## src/rtl/multicycle_main_fsm.sv

```systemverilog
// multicycle_main_fsm
//   Control FSM for a multi-cycle, shared-memory RV32I datapath. It sequences
//   fetch/decode/execute/writeback and drives the datapath mux selects and the
//   write strobes. ALU function decode stays outside this block.
// Ports
//   clk, rst          clock (rising edge), asynchronous active-high reset
//   Op, Zero          opcode from the IR, ALU zero flag
//   MemReady          memory completes the current access this cycle
//   MemReq/MemWrite   memory request and write strobe
//   IRWrite, PCWrite  IR load, PC load (PCUpdate | Branch & Zero)
//   AdrSrc            memory address select (0: PC, 1: ALU result)
//   RegWrite          register file write
//   ResultSrc, ALUSrcA, ALUSrcB, ALUOp, ImmSrc   datapath selects
//   Illegal           one-cycle pulse on an unsupported opcode in DECODE
//   State, InstrCount current state (debug), retired-instruction count
module multicycle_main_fsm #(
   parameter bit          MEM_HANDSHAKE = 1'b1,
   parameter bit          EN_ITYPE      = 1'b1,
   parameter bit          EN_JAL        = 1'b1,
   parameter int unsigned CNT_W         = 32
) (
   input  logic             clk,
   input  logic             rst,
   input  logic [6:0]       Op,
   input  logic             Zero,
   input  logic             MemReady,
   output logic             MemReq,
   output logic             MemWrite,
   output logic             IRWrite,
   output logic             PCWrite,
   output logic             AdrSrc,
   output logic             RegWrite,
   output logic [1:0]       ResultSrc,
   output logic [1:0]       ALUSrcA,
   output logic [1:0]       ALUSrcB,
   output logic [1:0]       ALUOp,
   output logic [1:0]       ImmSrc,
   output logic             Illegal,
   output logic [3:0]       State,
   output logic [CNT_W-1:0] InstrCount
);

   localparam logic [6:0] OP_LW  = 7'b0000011;
   localparam logic [6:0] OP_SW  = 7'b0100011;
   localparam logic [6:0] OP_R   = 7'b0110011;
   localparam logic [6:0] OP_I   = 7'b0010011;
   localparam logic [6:0] OP_BEQ = 7'b1100011;
   localparam logic [6:0] OP_JAL = 7'b1101111;

   typedef enum logic [3:0] {
      S_FETCH    = 4'd0,
      S_DECODE   = 4'd1,
      S_MEMADR   = 4'd2,
      S_MEMREAD  = 4'd3,
      S_MEMWB    = 4'd4,
      S_MEMWRITE = 4'd5,
      S_EXECR    = 4'd6,
      S_EXECI    = 4'd7,
      S_ALUWB    = 4'd8,
      S_BEQ      = 4'd9,
      S_JAL      = 4'd10
   } state_t;

   // State-only outputs; registered alongside the state from the next state.
   typedef struct packed {
      logic       mem_req;
      logic       mem_write;
      logic       adr_src;
      logic       reg_write;
      logic       branch;
      logic       pc_update;
      logic [1:0] result_src;
      logic [1:0] alu_src_a;
      logic [1:0] alu_src_b;
      logic [1:0] alu_op;
   } moore_t;

   function automatic moore_t moore_of(input state_t s);
      moore_t m;
      m = '0;
      case (s)
         S_FETCH: begin
            m.mem_req    = 1'b1;
            m.alu_src_b  = 2'b10;
            m.result_src = 2'b10;
         end
         S_DECODE: begin
            m.alu_src_a = 2'b01;
            m.alu_src_b = 2'b01;
         end
         S_MEMADR: begin
            m.alu_src_a = 2'b10;
            m.alu_src_b = 2'b01;
         end
         S_MEMREAD: begin
            m.mem_req = 1'b1;
            m.adr_src = 1'b1;
         end
         S_MEMWB: begin
            m.result_src = 2'b01;
            m.reg_write  = 1'b1;
         end
         S_MEMWRITE: begin
            m.mem_req   = 1'b1;
            m.mem_write = 1'b1;
            m.adr_src   = 1'b1;
         end
         S_EXECR: begin
            m.alu_src_a = 2'b10;
            m.alu_op    = 2'b10;
         end
         S_EXECI: begin
            m.alu_src_a = 2'b10;
            m.alu_src_b = 2'b01;
            m.alu_op    = 2'b10;
         end
         S_ALUWB: m.reg_write = 1'b1;
         S_BEQ: begin
            m.alu_src_a = 2'b10;
            m.alu_op    = 2'b01;
            m.branch    = 1'b1;
         end
         S_JAL: begin
            m.alu_src_a = 2'b01;
            m.alu_src_b = 2'b10;
            m.pc_update = 1'b1;
         end
         default: m = '0;
      endcase
      return m;
   endfunction

   state_t           state;
   state_t           next_state;
   moore_t           moore;
   logic [CNT_W-1:0] count;
   logic             ready;
   logic             supported;
   logic             retire;

   assign ready = MEM_HANDSHAKE ? MemReady : 1'b1;

   always_comb begin
      supported = 1'b0;
      case (Op)
         OP_LW, OP_SW, OP_R, OP_BEQ: supported = 1'b1;
         OP_I:                       supported = EN_ITYPE;
         OP_JAL:                     supported = EN_JAL;
         default:                    supported = 1'b0;
      endcase
   end

   always_comb begin
      next_state = S_FETCH;
      retire     = 1'b0;
      case (state)
         S_FETCH:  next_state = ready ? S_DECODE : S_FETCH;
         S_DECODE: begin
            next_state = S_FETCH;
            if (supported) begin
               case (Op)
                  OP_LW, OP_SW: next_state = S_MEMADR;
                  OP_R:         next_state = S_EXECR;
                  OP_I:         next_state = S_EXECI;
                  OP_BEQ:       next_state = S_BEQ;
                  OP_JAL:       next_state = S_JAL;
                  default:      next_state = S_FETCH;
               endcase
            end
         end
         S_MEMADR:  next_state = (Op == OP_SW) ? S_MEMWRITE : S_MEMREAD;
         S_MEMREAD: next_state = ready ? S_MEMWB : S_MEMREAD;
         S_MEMWRITE: begin
            next_state = ready ? S_FETCH : S_MEMWRITE;
            retire     = ready;
         end
         S_EXECR, S_EXECI, S_JAL: next_state = S_ALUWB;
         S_MEMWB, S_ALUWB, S_BEQ: begin
            next_state = S_FETCH;
            retire     = 1'b1;
         end
         default: next_state = S_FETCH;
      endcase
   end

   always_ff @(posedge clk or posedge rst) begin
      if (rst) begin
         state <= S_FETCH;
         moore <= moore_of(S_FETCH);
         count <= '0;
      end else begin
         state <= next_state;
         moore <= moore_of(next_state);
         if (retire) count <= count + CNT_W'(1);
      end
   end

   // Strobes are gated by rst so a reset mid-access drops them without a clock edge.
   always_comb begin
      MemReq    = moore.mem_req   & ~rst;
      MemWrite  = moore.mem_write & ~rst;
      RegWrite  = moore.reg_write & ~rst;
      IRWrite   = (state == S_FETCH) & ready & ~rst;
      PCWrite   = (((state == S_FETCH) & ready) | moore.pc_update
                   | (moore.branch & Zero)) & ~rst;
      Illegal   = (state == S_DECODE) & ~supported & ~rst;
      AdrSrc    = moore.adr_src;
      ResultSrc = moore.result_src;
      ALUSrcA   = moore.alu_src_a;
      ALUSrcB   = moore.alu_src_b;
      ALUOp     = moore.alu_op;
      State     = state;
      InstrCount = count;
   end

   always_comb begin
      case (Op)
         OP_SW:   ImmSrc = 2'b01;
         OP_BEQ:  ImmSrc = 2'b10;
         OP_JAL:  ImmSrc = 2'b11;
         default: ImmSrc = 2'b00;
      endcase
   end

endmodule
```

## config.mk

```make
export PLATFORM = sky130hd
export DESIGN_NAME = multicycle_main_fsm
export DESIGN_NICKNAME = d
export VERILOG_FILES = /design/src/rtl/multicycle_main_fsm.sv
export SDC_FILE = /design/constraint.sdc
export NUM_CORES = 1
export LEC_CHECK = 0
export BUFFER_PORTS_ARGS = -buffer_cell sky130_fd_sc_hd__buf_2
export CAP_MARGIN = 20
export CORE_MARGIN = 8
export CORE_UTILIZATION = 56
export DETAILED_ROUTE_END_ITERATION = 8
export PLACE_DENSITY = 0.84
export SYNTH_ARGS = -nofsm -noshare
export SYNTH_HDL_FRONTEND = slang
export SYNTH_SLANG_ARGS = --single-unit
```

## constraint.sdc

```tcl
create_clock -name clk -period 2.9 [get_ports clk]
set_input_delay 0.58 -clock clk [delete_from_list [all_inputs] [get_ports clk]]
set_output_delay 0.58 -clock clk [all_outputs]
set_load 0.05 [all_outputs]
```

* Word-level counts from Yosys, hierarchy flattened
Index checks and enable logic that the tools add are counted.
Cells by class: shift operators 0, bitwise gates (word level) 13, multipliers 0, eq/ne operators 26, mux-type cells 20, div/mod/pow operators 0, order comparisons 0, add/sub/neg operators 1, reductions and logical operators 14
Operator list (number):
- adder 32 x 1 -> 32 bit (second input constant) | 1
- == test 4 x 3 -> 1 bit (second input constant) | 8
- == test 4 bit (second input constant) | 6
- one-hot mux 4 bit (6 select lines) | 1
- one-hot mux 4 bit (5 select lines) | 1
- == test 4 x 2 -> 1 bit (second input constant) | 4
- one-hot mux 2 bit (2 select lines) | 4
- == test 7 x 6 -> 1 bit (second input constant) | 2
- == test 7 bit (second input constant) | 2
- OR reduction 2 bit | 6
- OR reduction 3 bit | 4
- bitwise AND 1 bit | 9
- two-way mux 3 bit | 3
- == test 4 x 1 -> 1 bit (second input constant) | 2
- zero test 4 bit | 2
- two-way mux 1 bit | 8
- == test 7 x 2 -> 1 bit (second input constant) | 1
- == test 7 x 5 -> 1 bit (second input constant) | 1
- one-hot mux 2 bit (3 select lines) | 1
- OR reduction 6 bit | 1
- two-way mux 4 bit | 1
- OR reduction 4 bit | 1
- inverter 1 bit | 2
- bitwise OR 1 bit | 2
- one-hot mux 1 bit (2 select lines) | 1
Word-level totals: logic and storage cells 86, memory bits (read-only) 0, RAM bits 0, register bits 50, latch bits 0, memories 0, output and inout bits 53

* Depth between registers and ports, before layout
Gate-level depths: netlist of run 1.
depth after elaboration 8, depth in mapped cells 8, gate-level depth less buffers 7

* Worst setup path before layout of run 1
OpenSTA, ideal clock, no wires.
path type reg-to-output, start register state[0], in the netlist State[0], end output Illegal, data required time 2.320 ns, buffers on the path 1, path slack -0.274 ns, arrival time 2.594 ns, stages on the path, launching flop included 5, cell sequence dfrtp_1 buf_2 and2b_1 nand2_1 nor4_1
Between the ends: cells in the longest elaborated chain, start to end 3
Ends and longest elaborated chain:
- from (decl) | RTL line 133 | state_t state;
- from (signal assigned) | RTL line 192 | state <= next_state;
- == test 4 x 1 -> 1 bit | RTL line 206 | Illegal = (state == S_DECODE) & ~supported & ~rst;
- bitwise AND 1 bit (2 in series) | RTL line 206
- to (decl) | RTL line 38 | output logic Illegal,
Every way passes these cells.

* Worst setup path after layout of run 1
Ends and elaborated chain as after synthesis.

==> summary.md, run 1 <==
| Metric | Value |
|---|---|
| Final cell count without fillers | `324` |
| Mean Syn Cell Area | `roughly 11 µm²` |
| Cell Rows | `23` |
| DRC | `0` |
| Initial core utilization | `between 50 and 60%` |
| CP max stage cell | `dfrtp_1` |
| Pwr Density | `approximately 700 mW/mm²` |
| Fraction of layout cells with a size suffix above 1 | `between 30 and 40%` |
| Post-place setup slack | `just over 700 ps` |
| First-pass GRT wire length | `about 8400 µm` |
| Total Die Area | `0.00653 mm²` |
| Clk sink count | `49` |
| FFs w/ async S/R, synth | `100%` |
| Synthesized cell area | `0.00235 mm²` |
| Critical path's largest stage delay | `approximately 550 ps` |
| CP bufs+invs | `1` |
| Cts hold-fix bufs | `0` |
| Total Routing Usage GR | `between 10% and 20%` |
| Ys Warns | `0` |
| GP Congestion | `approximately 0.83` |
| Multi-input combinational cell area | `between 0.001 and 0.0015 mm²` |
| Initial antenna violation count | `0` |
| Crit path DAT | `roughly 1700 ps` |
| Nets | `approximately 290` |
| Critical path startpoint category | `register` |
| Clock slew at reported path FFs | `~80 ps` |
| Top delay family on crit path | `flip-flops` |
| Via count | `1745` |
| Endpoint class of the critical path | `output pin` |
| Minimum clock period | `~2300 ps` |
| Layout area overhead | `18.7%` |
| Fillers | `324` |
| Clock Skew | `a little under 9 ps` |
| Via density per instance | `approximately 5.4` |
| Core ar. | `0.00403 mm²` |
| Htree depth | `2` |
| Setup TNS | `0 ps` |
| Largest cells by area after synthesis | `dfrtp_1 (49%), xnor2_1 (8.6%), dfstp_2 (3.3%)` |
| F_max | `~440 MHz` |
| EDFF count, synth | `0` |
| Cts repair resizes | `0` |
| Crit path cell chain | `and2b_1, nand2_1, nor4_2, buf_2` |
| Slew Limit Headroom | `51.7%` |
| CTS tree | `yes` |
| Hold_ws | `222 ps` |
| GRT overflow | `0` |
| Unique masters post-synth | `51` |
| Die width | `roughly 81 µm` |
| Setup repair bufs after CTS | `0` |
| Worst hold path class | `primary input to async pin` |
| Final Cycle Share | `roughly four fifths` |
| FF+latch count, synth | `just under 50` |
| N_diodes | `0` |
| Max Cap Violations | `0` |
| Number of global-route vias before repair | `1809` |
| CTS Buf Count | `5` |
| Clk Latency, worst-skew pair | `about 290 ps` |
| Setup ws final | `632 ps` |
| Max IR drop VDD | `approximately 500 µV` |
| Final Hold Vio Count | `0` |
| RSZ-0062 raised after global routing | `false` |
| Top-count cell post-synth | `dfrtp_1` |
| Register area | `about 0.0012 mm²` |
| Post-synth top area share | `48.9%` |
| Final setup fails | `0` |
| Root Driver | `clkbuf_8` |
| Placed Cells | `315` |
| Buffers added on ports | `63` |
| Post-synthesis cell count | `approximately 210` |
| Maximum clock path buffer count | `2` |
| Max Slew Vio Count | `0` |
| WL final | `4900 µm` |
| Die H | `about 81 µm` |
| Fraction of the yosys area taken by sequential cells | `52.3%` |
| Initial DRC count | `100` |
| Required time worst endpoint | `approximately 2300 ps` |
| Post-route ant nets | `0` |
| Worst slew pin tran | `719 ps` |
| CP max FO | `11` |
| Io pins | `between 60 and 70` |
| Post-synth top cells | `dfrtp_1 (46), xnor2_1 (23), nand2_1 (18)` |
| Cell taking the most area after synthesis | `dfrtp_1` |
| Core Util, Final | `between 60 and 70%` |
| Mapped Nets | `approximately 230` |
| Type of the worst setup path | `register to output pin` |
| Detailed-route wire length per cell | `15.1 µm` |
| Detailed placer's ending HPWL | `~3600 µm` |
| P_leak | `between 1.5 and 2 nW` |
| Drt pass-1 iters | `4` |
| Most common flop cell mapped by yosys | `dfrtp_1` |
| Pin count of the biggest net entering global routing | `50` |
| Run status | `completed` |
flip-flops by register name, indices dropped and copies added (netlist names):
signal      count
AdrSrc          1
moore           4
ALUSrcB         2
ALUSrcA         2
ALUOp           2
ResultSrc       2
State           4
InstrCount     32
worst register-to-register path: cells and delay by family (launching register included):
kind / cells / cell delay [ps]
AOI/OAI and AO/OA: 1 / 90
xor gates and xnor gates: 1 / 160
DFF: 1 / 520
and+or+nand+nor: 4 / 1250
report_power, final:
part	internal, mW	switching, mW	leakage, nW
logic	0.160	0.468	0.778
registers	0.768	0.0627	0.664
clock network	0.281	0.212	0.0585
total	1.21	0.743	1.50
layout by cell type (no fill, tap or decap), types with 2 or more instances in the layout:
| cell | count |
|---|---|
| nor2_1 | 14 |
| buf_2 | 63 |
| xor2_1 | 9 |
| o22ai_1 | 3 |
| nor4bb_1 | 3 |
| and2_1 | 2 |
| and3_2 | 2 |
| dfrtp_1 | 46 |
| nand3_1 | 14 |
| nand4_1 | 4 |
| dfstp_2 | 3 |
| nor3_1 | 3 |
| and2b_1 | 3 |
| and4_1 | 2 |
| inv_1 | 3 |
| xnor2_1 | 23 |
| o31ai_1 | 2 |
| nand2b_1 | 2 |
| or3_1 | 2 |
| clkbuf_8 | 6 |
| a21oi_1 | 8 |
| nand2_1 | 18 |
| nor2b_1 | 3 |
| and3_1 | 7 |
final cells by class:
| type | count | area share (%) |
|---|---|---|
| clock buffers | 7 | 3.09 |
| inverters | 4 | 0.537 |
| multi-input cells | 149 | 37.0 |
| clock inverters | 1 | 1.07 |
| well taps | 50 | 2.24 |
| repair buffers | 64 | 12.0 |
| flip-flops and latches | 49 | 44.0 |
final timing paths:
kind	start	to	slack (ps)	cells after the start
worst max register to register	State[3]	InstrCount[28]	750	6
min in group clk	InstrCount[31]	InstrCount[31]	470	1
max in group asynchronous	rst	ALUSrcB[1]	2200	3
worst max-delay path	State[0]	Illegal	630	4
worst min-delay path	rst	AdrSrc	220	2
worst min register to register	InstrCount[31]	InstrCount[31]	470	1
metal layers:
layer | global-route usage, % | share of wire [%]
met1 | 20.6 | 44
met2 | 25.2 | 47
met3 | 4.75 | 7.6
met4 | 5.71 | 1.5
met5 | 0 | 0
metrics by stage:
| stage | power (mW) | instance area (µm²) |
|---|---|---|
| global route | 2.07 | 2790 |
| global placement | 1.46 | 2660 |
| detailed placement | 1.47 | 2660 |
| finish | 1.95 | 2790 |
| CTS | 1.97 | 2770 |
| floorplan | 1.37 | 2360 |
kinds of logic (layout without fill, tap and decap cells):
logic type / Yosys count / count (layout) / share of synthesized area [%]
AO/OA/AOI/OAI: 19 / 19 / 5.32
XOR/XNOR: 32 / 32 / 11.9
buffers and inverters: 16 / 76 / 4.04
adder cells (fa/ha/maj): 1 / 1 / 0.532
AND/OR/NAND/NOR: 95 / 95 / 25.0
multiplexers: 2 / 2 / 0.904
flip-flops: 49 / 49 / 52.3
Note: power is estimated with default switching activity, not from simulation.
==> run 2: changes to the inputs <==
--- a/config.mk
+++ b/config.mk
@@ -5,12 +5,13 @@
 export SDC_FILE = /design/constraint.sdc
 export NUM_CORES = 1
 export LEC_CHECK = 0
+export ABC_AREA = 1
 export BUFFER_PORTS_ARGS = -buffer_cell sky130_fd_sc_hd__buf_2
 export CAP_MARGIN = 20
 export CORE_MARGIN = 8
-export CORE_UTILIZATION = 56
+export CORE_UTILIZATION = 49
 export DETAILED_ROUTE_END_ITERATION = 8
-export PLACE_DENSITY = 0.84
+export PLACE_DENSITY = 0.76
 export SYNTH_ARGS = -nofsm -noshare
 export SYNTH_HDL_FRONTEND = slang
 export SYNTH_SLANG_ARGS = --single-unit
==> constraint.sdc (replaced) <==
create_clock -name clk -period 2 [get_ports clk]
set_input_delay 0.4 -clock clk [delete_from_list [all_inputs] [get_ports clk]]
set_output_delay 0.4 -clock clk [all_outputs]
set_load 0.05 [all_outputs]
==> run 2 against run 1 <==
  * Wire length rose by 46%
  * Sequential power rose by 46%
  * Combinational power rose by 56%
  * Cell count rose by 68%
  * Critical path depth rose by 1
  * Worst hold slack got worse by 70 ps
  * Count of clock-buffer cells in the layout fell by 2
  * Clock power rose by 17%
==> summary.md, run 2 <==
| Metric | Value |
|---|---|
| Run status | `completed` |
| First-pass GRT wire length | `12400 µm (+47%)` |
| Clk sink count | `49 (unchanged)` |
| RSZ-0062 raised after global routing | `false` |
| Worst hold path class | `primary input to async pin` |
| Switch share | `42.8% (+4.7 points)` |
| Critical path's largest stage delay | `410 ps (-140 ps)` |
| Top-count cell post-synth | `nand2_1` |
| Detailed placer's ending HPWL | `5620 µm (+54%)` |
| FFs w/ async S/R, synth | `100% (unchanged)` |
| Final Hold Vio Count | `0 (unchanged)` |
| Setup TNS | `0 ps (unchanged)` |
| Int Power | `1.58 mW (+31%)` |
| Type of the worst setup path | `register to output pin` |
| P_leak | `1.86 nW (+24%)` |
| Post-synth top cells | `nand2_1 (151), nor2_1 (50), dfrtp_1 (46)` |
| Final setup fails | `0 (unchanged)` |
| Most frequent cells in the layout | `nand2_1 (151), buf_2 (60), nor2_1 (49)` |
| Largest cells by area after synthesis | `dfrtp_1 (40%), nand2_1 (20%), nor2_1 (6.5%)` |
| Endpoint class of the critical path | `output pin` |
| Synthesized cell area | `0.00289 mm² (+23%)` |
| Die H | `92.8 µm (+15%)` |
| Cell Rows | `28 (+22%)` |
| Nets | `479 (+68%)` |
| Slew Limit Headroom | `74.7% (+23 points)` |
| Mux share of post-synthesis cell area | `0% (-0.90 points)` |
| Root Driver | `clkbuf_8` |
| Critical path startpoint category | `register` |
| N_diodes | `0 (unchanged)` |
| Psw | `1.18 mW (+59%)` |
| Reg power frac | `43.7% (+1.2 points)` |
| Buffers added on ports | `63 (unchanged)` |
| Clk Latency, worst-skew pair | `300 ps (about the same)` |
| Post-route ant nets | `0 (unchanged)` |
| Largest register FFs | `32 (unchanged)` |
| Cts hold-fix bufs | `0 (unchanged)` |
| Max Cap Violations | `0 (unchanged)` |
| Io pins | `64 (unchanged)` |
| Placed Cells | `534 (+70%)` |
| Fraction of the yosys area taken by sequential cells | `42.6% (-9.7 points)` |
| Post-synthesis cell count | `404 (+89%)` |
| Initial DRC count | `145 (+45%)` |
| DRC | `0 (unchanged)` |
| GP Congestion | `0.913 (+11%)` |
| Most common cell after layout, fill and taps aside | `nand2_1` |
| Combinational power share | `35.3% (+3.1 points)` |
| EDFF count, synth | `0 (unchanged)` |
| Pin count of the biggest net entering global routing | `20 (-60%)` |
| Layout area overhead | `16.2%` |
| Number of global-route vias before repair | `2649 (+46%)` |
| Die width | `92.8 µm (+15%)` |
| Mean Syn Cell Area | `7.15 µm² (-35%)` |
| Total Routing Usage GR | `17.7% (+1.7 points)` |
| GRT overflow | `0 (unchanged)` |
| Ys Warns | `0 (unchanged)` |
| Most common flop cell mapped by yosys | `dfrtp_1` |
| Fraction of layout cells with a size suffix above 1 | `22.9% (-9.3 points)` |
| Initial core utilization | `49.7% (-8.7 points)` |
| CTS tree | `yes` |
| Pwr Density | `823 mW/mm² (+18%)` |
| Minimum clock period | `about 1900 ps` |
| Htree depth | `2 (unchanged)` |
| Post-synthesis simple-gate area fraction | `41.5% (+16 points)` |
| Total Die Area | `0.00861 mm² (+32%)` |
| Unique masters post-synth | `26 (-49%)` |
| Final Cycle Share | `between 90 and 100%` |
| Post-synth top area share | `39.8% (-9.1 points)` |
| Crit path cell chain | `inv_1, nor2_1, nand2_1, nor3_2, buf_4` |
| Clock power frac | `21.0% (-4.3 points)` |
| Max IR drop VDD | `712 µV (+42%)` |
| CP max stage cell | `dfrtp_1` |
| Clock Skew | `3.41 ps (-5.24 ps)` |
| Max Slew Vio Count | `0 (unchanged)` |
| Worst slew pin tran | `378 ps (-340 ps)` |
| Detailed-route wire length per cell | `13.2 µm (-13%)` |
| R2r setup slk | `310 ps (-440 ps)` |
| Mapped Nets | `416 (+84%)` |
| CTS Buf Count | `5 (unchanged)` |
| Via density per instance | `5.00 (-7.1%)` |
| CP max FO | `4 (-7)` |
| Synth Area in Compound Gates | `1.21% (-4.1 points)` |
| Clock slew at reported path FFs | `90 ps (about the same)` |
| Synth Area in XOR/XNOR | `5.15% (-6.8 points)` |
| Cell taking the most area after synthesis | `dfrtp_1` |
| Drt pass-1 iters | `4 (unchanged)` |
| R2R cell count | `8 (+2)` |
| Main combinational cell family by area after synthesis | `simple AND/OR/NAND/NOR gates` |
| Initial antenna violation count | `0 (unchanged)` |
| F_max | `527 MHz` |
| Via count | `2716 (+56%)` |
| R2r startpoint | `State[3]` |
| Core ar. | `0.00582 mm² (+44%)` |
| Worst R2R End | `InstrCount[8]` |
| Crit path DAT | `1500 ps (-190 ps)` |
| Maximum clock path buffer count | `2 (unchanged)` |
| WL final | `7160 µm (+46%)` |
| Final cell count without fillers | `543 (+68%)` |
| FF+latch count, synth | `49 (unchanged)` |
| Post-synthesis adder-cell area fraction | `0.433% (-0.099 points)` |
| Required time worst endpoint | `1600 ps (-720 ps)` |
==> run 2: cell count changes in the layout (fill, tap and decap cells not counted), sizes merged, moves of 11 or more <==
cell / delta
xnor2: -19
nand2: +137
nor3: +12
nor2: +44
inv: +43
nand3: +11
==> run 2: cells by family (layout without fill, tap and decap cells) <==
| group | count (synthesis) | after routing |
|---|---|---|
| buffers and inverters | 60 | 124 |
| AO/OA/AOI/OAI | 7 | 7 |
| adder cells (fa/ha/maj) | 1 | 1 |
| flip-flops | 49 | 49 |
| XOR/XNOR | 17 | 17 |
| AND/OR/NAND/NOR | 270 | 270 |
==> run 2: worst max path at each step <==
stage               startpoint      end  slack [ps]  depth (start not counted)
global route          State[0]  Illegal           7                          5
detailed placement       Op[1]  Illegal         270                          7
CTS                   State[2]  IRWrite          30                          5
floorplan             State[0]  Illegal        -110                          4
global placement         Op[1]  Illegal         320                          7
finish                State[0]  Illegal         100                          5
==> run 2: through the flow <==
step,utilization (%),worst slack [ps],area (µm²),total power [mW],hold WS [ps]
6_report,57.7,104,3360,2.76,152
5_1_grt,57.7,6.88,3360,2.90,187
4_1_cts,57.6,25.5,3350,2.79,159
3_5_place_dp,55.9,271,3250,2.19,502
2_1_floorplan,-,-110,2900,2.02,536
3_3_place_gp,55.9,319,3250,2.17,494
==> run 2: critical path, delay by kind of cell, from the launching register on <==
family                 cells  cell delay [ps]
and+or+nand+nor            3              460
buffers and inverters      2              320
DFF                        1              410
==> run 2: power groups by stage <==
stage / logic, mW / registers (mW) / clock network, mW
CTS: 0.978 / 1.21 / 0.601
global route: 1.05 / 1.22 / 0.633
finish: 0.977 / 1.21 / 0.580
floorplan: 0.614 / 1.40 / 0
global placement: 0.955 / 1.22 / 0
detailed placement: 0.965 / 1.22 / 0
==> run 2: what timing repair did <==
item / in CTS / in global routing
buffers inserted: 1 / 0
gates cloned: 0 / 0
gates resized for setup: 1 / 4
pin swaps: 1 / 0
setup endpoints to repair: 2 / 3
hold endpoints to repair: 0 / 0
==> run 2: area by class of cell <==
cell class	count	area (µm²)
Sequential cell	49	1230
Inverter	49	184
Fill cell	569	2460
Multi-Input combinational cell	295	1410
Clock inverter	3	17.5
Timing Repair Buffer	67	353
Tap cell	75	93.8
Clock buffer	5	68.8
==> run 2: routing by layer <==
layer / vias to the layer above / track usage, % / part of all wire [%]
li1: 1365 / - / -
met3: 6 / 4.53 / 7.3
met4: 0 / 5.50 / 0.87
met2: 81 / 31.2 / 50
met5: - / 0 / 0
met1: 1264 / 20.5 / 41
==> run 3: changes to the inputs <==
==> config.mk (replaced) <==
export PLATFORM = sky130hd
export DESIGN_NAME = multicycle_main_fsm
export DESIGN_NICKNAME = d
export VERILOG_FILES = /design/src/rtl/multicycle_main_fsm.sv
export SDC_FILE = /design/constraint.sdc
export NUM_CORES = 1
export LEC_CHECK = 0
export ABC_AREA = 0
export CAP_MARGIN = 20
export CORE_MARGIN = 8
export CORE_UTILIZATION = 56
export DETAILED_ROUTE_END_ITERATION = 8
export DONT_BUFFER_PORTS = 1
export PLACE_DENSITY = 0.74
export SYNTH_ARGS = -nofsm -noshare
export SYNTH_HDL_FRONTEND = slang
export SYNTH_SLANG_ARGS = --single-unit
==> run 3 against run 2 <==
  * Highest routed layer unchanged
  * Global-route usage is 0.27 points lower
  * First-iteration DRC count down 57%
  * Combinational power fell by 11%
  * Cell count fell by 42%
  * Largest power group unchanged
  * Total power up 3.5%
==> summary.md, run 3 (synthesis results as in run 1) <==
| Metric | Value |
|---|---|
| Total Die Area | `0.00653 mm² (-24%)` |
| Final Cycle Share | `98.6% (+3.8 points)` |
| Final setup fails | `0 (unchanged)` |
| Endpoint class of the critical path | `output pin` |
| Fillers | `299 (-47%)` |
| Initial DRC count | `62 (-57%)` |
| Type of the worst setup path | `register to output pin` |
| Placed Cells | `300 (-44%)` |
| Setup TNS | `0 ps (unchanged)` |
| Max IR drop VDD | `676 µV (-4.9%)` |
| Largest register FFs | `32 (unchanged)` |
| Required time worst endpoint | `1600 ps (about the same)` |
| Via density per instance | `5.66 (+13%)` |
| Core ar. | `0.00403 mm² (-31%)` |
| Clk sink count | `49 (unchanged)` |
| Fraction of layout cells with a size suffix above 1 | `33.8% (+11 points)` |
| Number of global-route vias before repair | `1799 (-32%)` |
| Layout area overhead | `24.1%` |
| Clock slew at reported path FFs | `90 ps (about the same)` |
| CTS Buf Count | `5 (unchanged)` |
| Via count | `1773 (-35%)` |
| Cell Rows | `23 (-18%)` |
| Die H | `80.8 µm (-13%)` |
| Drt pass-1 iters | `4 (unchanged)` |
| Maximum clock path buffer count | `2 (unchanged)` |
| CP max stage cell | `dfrtp_2` |
| RSZ-0062 raised after global routing | `true` |
| Worst hold path class | `primary input to register` |
| Run status | `completed` |
| Nets | `274 (-43%)` |
| Max Cap Violations | `0 (unchanged)` |
| Htree depth | `2 (unchanged)` |
| GP Congestion | `0.920 (+0.76%)` |
| CP bufs+invs | `1 (-1)` |
| Minimum clock period | `1970 ps (+75.0 ps)` |
| P_leak | `1.45 nW (-22%)` |
| Pwr Density | `979 mW/mm² (+19%)` |
| Most frequent cells in the layout | `buf_4 (49), dfrtp_1 (40), xnor2_1 (23)` |
| Final Hold Vio Count | `0 (unchanged)` |
| Root Driver | `clkbuf_8` |
| First-pass GRT wire length | `9060 µm (-27%)` |
| Clk Latency, worst-skew pair | `300 ps (about the same)` |
| Final cell count without fillers | `313 (-42%)` |
| Top delay family on crit path | `simple AND/OR/NAND/NOR gates` |
| Total Routing Usage GR | `17.5% (-0.27 points)` |
| F_max | `507 MHz (-3.8%)` |
| Clock Skew | `6.66 ps (+3.25 ps)` |
| Finished Cell Area | `0.00292 mm² (-13%)` |
| Initial core utilization | `58.4% (+8.7 points)` |
| Critical path startpoint category | `register` |
| CP max FO | `6 (+2)` |
| Max Slew Vio Count | `0 (unchanged)` |
| Slew Limit Headroom | `64.5% (-10 points)` |
| Crit path DAT | `1570 ps (+70 ps)` |
| DRC | `0 (unchanged)` |
| Pin count of the biggest net entering global routing | `38 (+90%)` |
| CTS tree | `yes` |
| Buffers added on ports | `0 (-100%)` |
| Post-route ant nets | `0 (unchanged)` |
| Detailed placer's ending HPWL | `4210 µm (-25%)` |
| GRT overflow | `0 (unchanged)` |
| Detailed-route wire length per cell | `17.5 µm (+33%)` |
| N_diodes | `0 (unchanged)` |
| Crit path cell chain | `and2b_1, nand2_2, nor4_4, buf_12` |
| WL final | `5480 µm (-24%)` |
| Io pins | `64 (unchanged)` |
| Initial antenna violation count | `0 (unchanged)` |
| Dpl cell area | `0.00277 mm² (-15%)` |
| Critical path's largest stage delay | `450 ps (+40 ps)` |
| Die width | `80.8 µm (-13%)` |
| Most common cell after layout, fill and taps aside | `buf_4` |
| Worst slew pin tran | `533 ps (+155 ps)` |
[run 3: changes by cell type in the layout (fill, tap and decap cells not counted), sizes merged, moves of 5 or more]
cell,change
nor2,-44
buf,-14
inv,-43
nand3,-11
and3,+9
nor3,-12
nand3b,-7
a21oi,+5
xnor2,+19
nand2,-137
[run 3: repair_timing]
action	CTS	global route
hold buffers	1	0
hold endpoints to repair	9	0
resized for setup	0	3
setup buffers	1	3
pin swaps	2	3
setup endpoints to repair	3	7
[run 3: stage by stage]
step           power, mW  utilization, %  hold WS (ps)  setup slack [ps]
2_1_floorplan       2.02               -           553             0.402
3_3_place_gp        2.18            68.8           222               247
3_5_place_dp        2.20            68.8           229              80.3
4_1_cts             2.83            71.8           267              20.5
5_1_grt             2.99            72.5           277             -47.3
6_report            2.86            72.5           288              28.9
[run 3: cell type report]
type	instances	area [µm²]	area share (%)
clock buffer	7	96.3	3.30
clock inverter	1	5.00	0.171
inverter	4	15.0	0.514
multi-input combinational	149	1070	36.5
sequential	49	1240	42.4
tap	50	62.6	2.14
timing repair buffer	53	438	15.0
[run 3: metal layers]
layer  GRT usage (%)  routed length, µm
met5               0                  0
met4            6.61                 92
met3            7.06                543
met2            28.0               2630
met1            20.6               2210
[run 3: worst paths after layout]
path / start / endpoint / cells after the start / slack, ps
setup reg to reg: State[0] / ALUSrcB[0] / 7 / 150
hold / removal: Op[4] / ALUOp[1] / 1 / 290
max in group asynchronous: rst / InstrCount[3] / 3 / 730
setup / recovery: State[1] / Illegal / 4 / 30
hold reg to reg: InstrCount[28] / InstrCount[28] / 1 / 540
min in group asynchronous: rst / ALUSrcA[1] / 2 / 510
[run 3: power by group]
group	switching (mW)	internal, mW
combinational	0.546	0.320
clock	0.308	0.313
sequential	0.253	1.12
total	1.11	1.75
[run 3: worst reg2reg max path, cell delays in order, from the launching register on]
cell and delay (ps):
dfrtp_2 440, buf_4 150, nor4bb_1 390, a31oi_1 80, o22ai_1 310, nor2_2 110
mux2i_1 170, o21ai_1 80
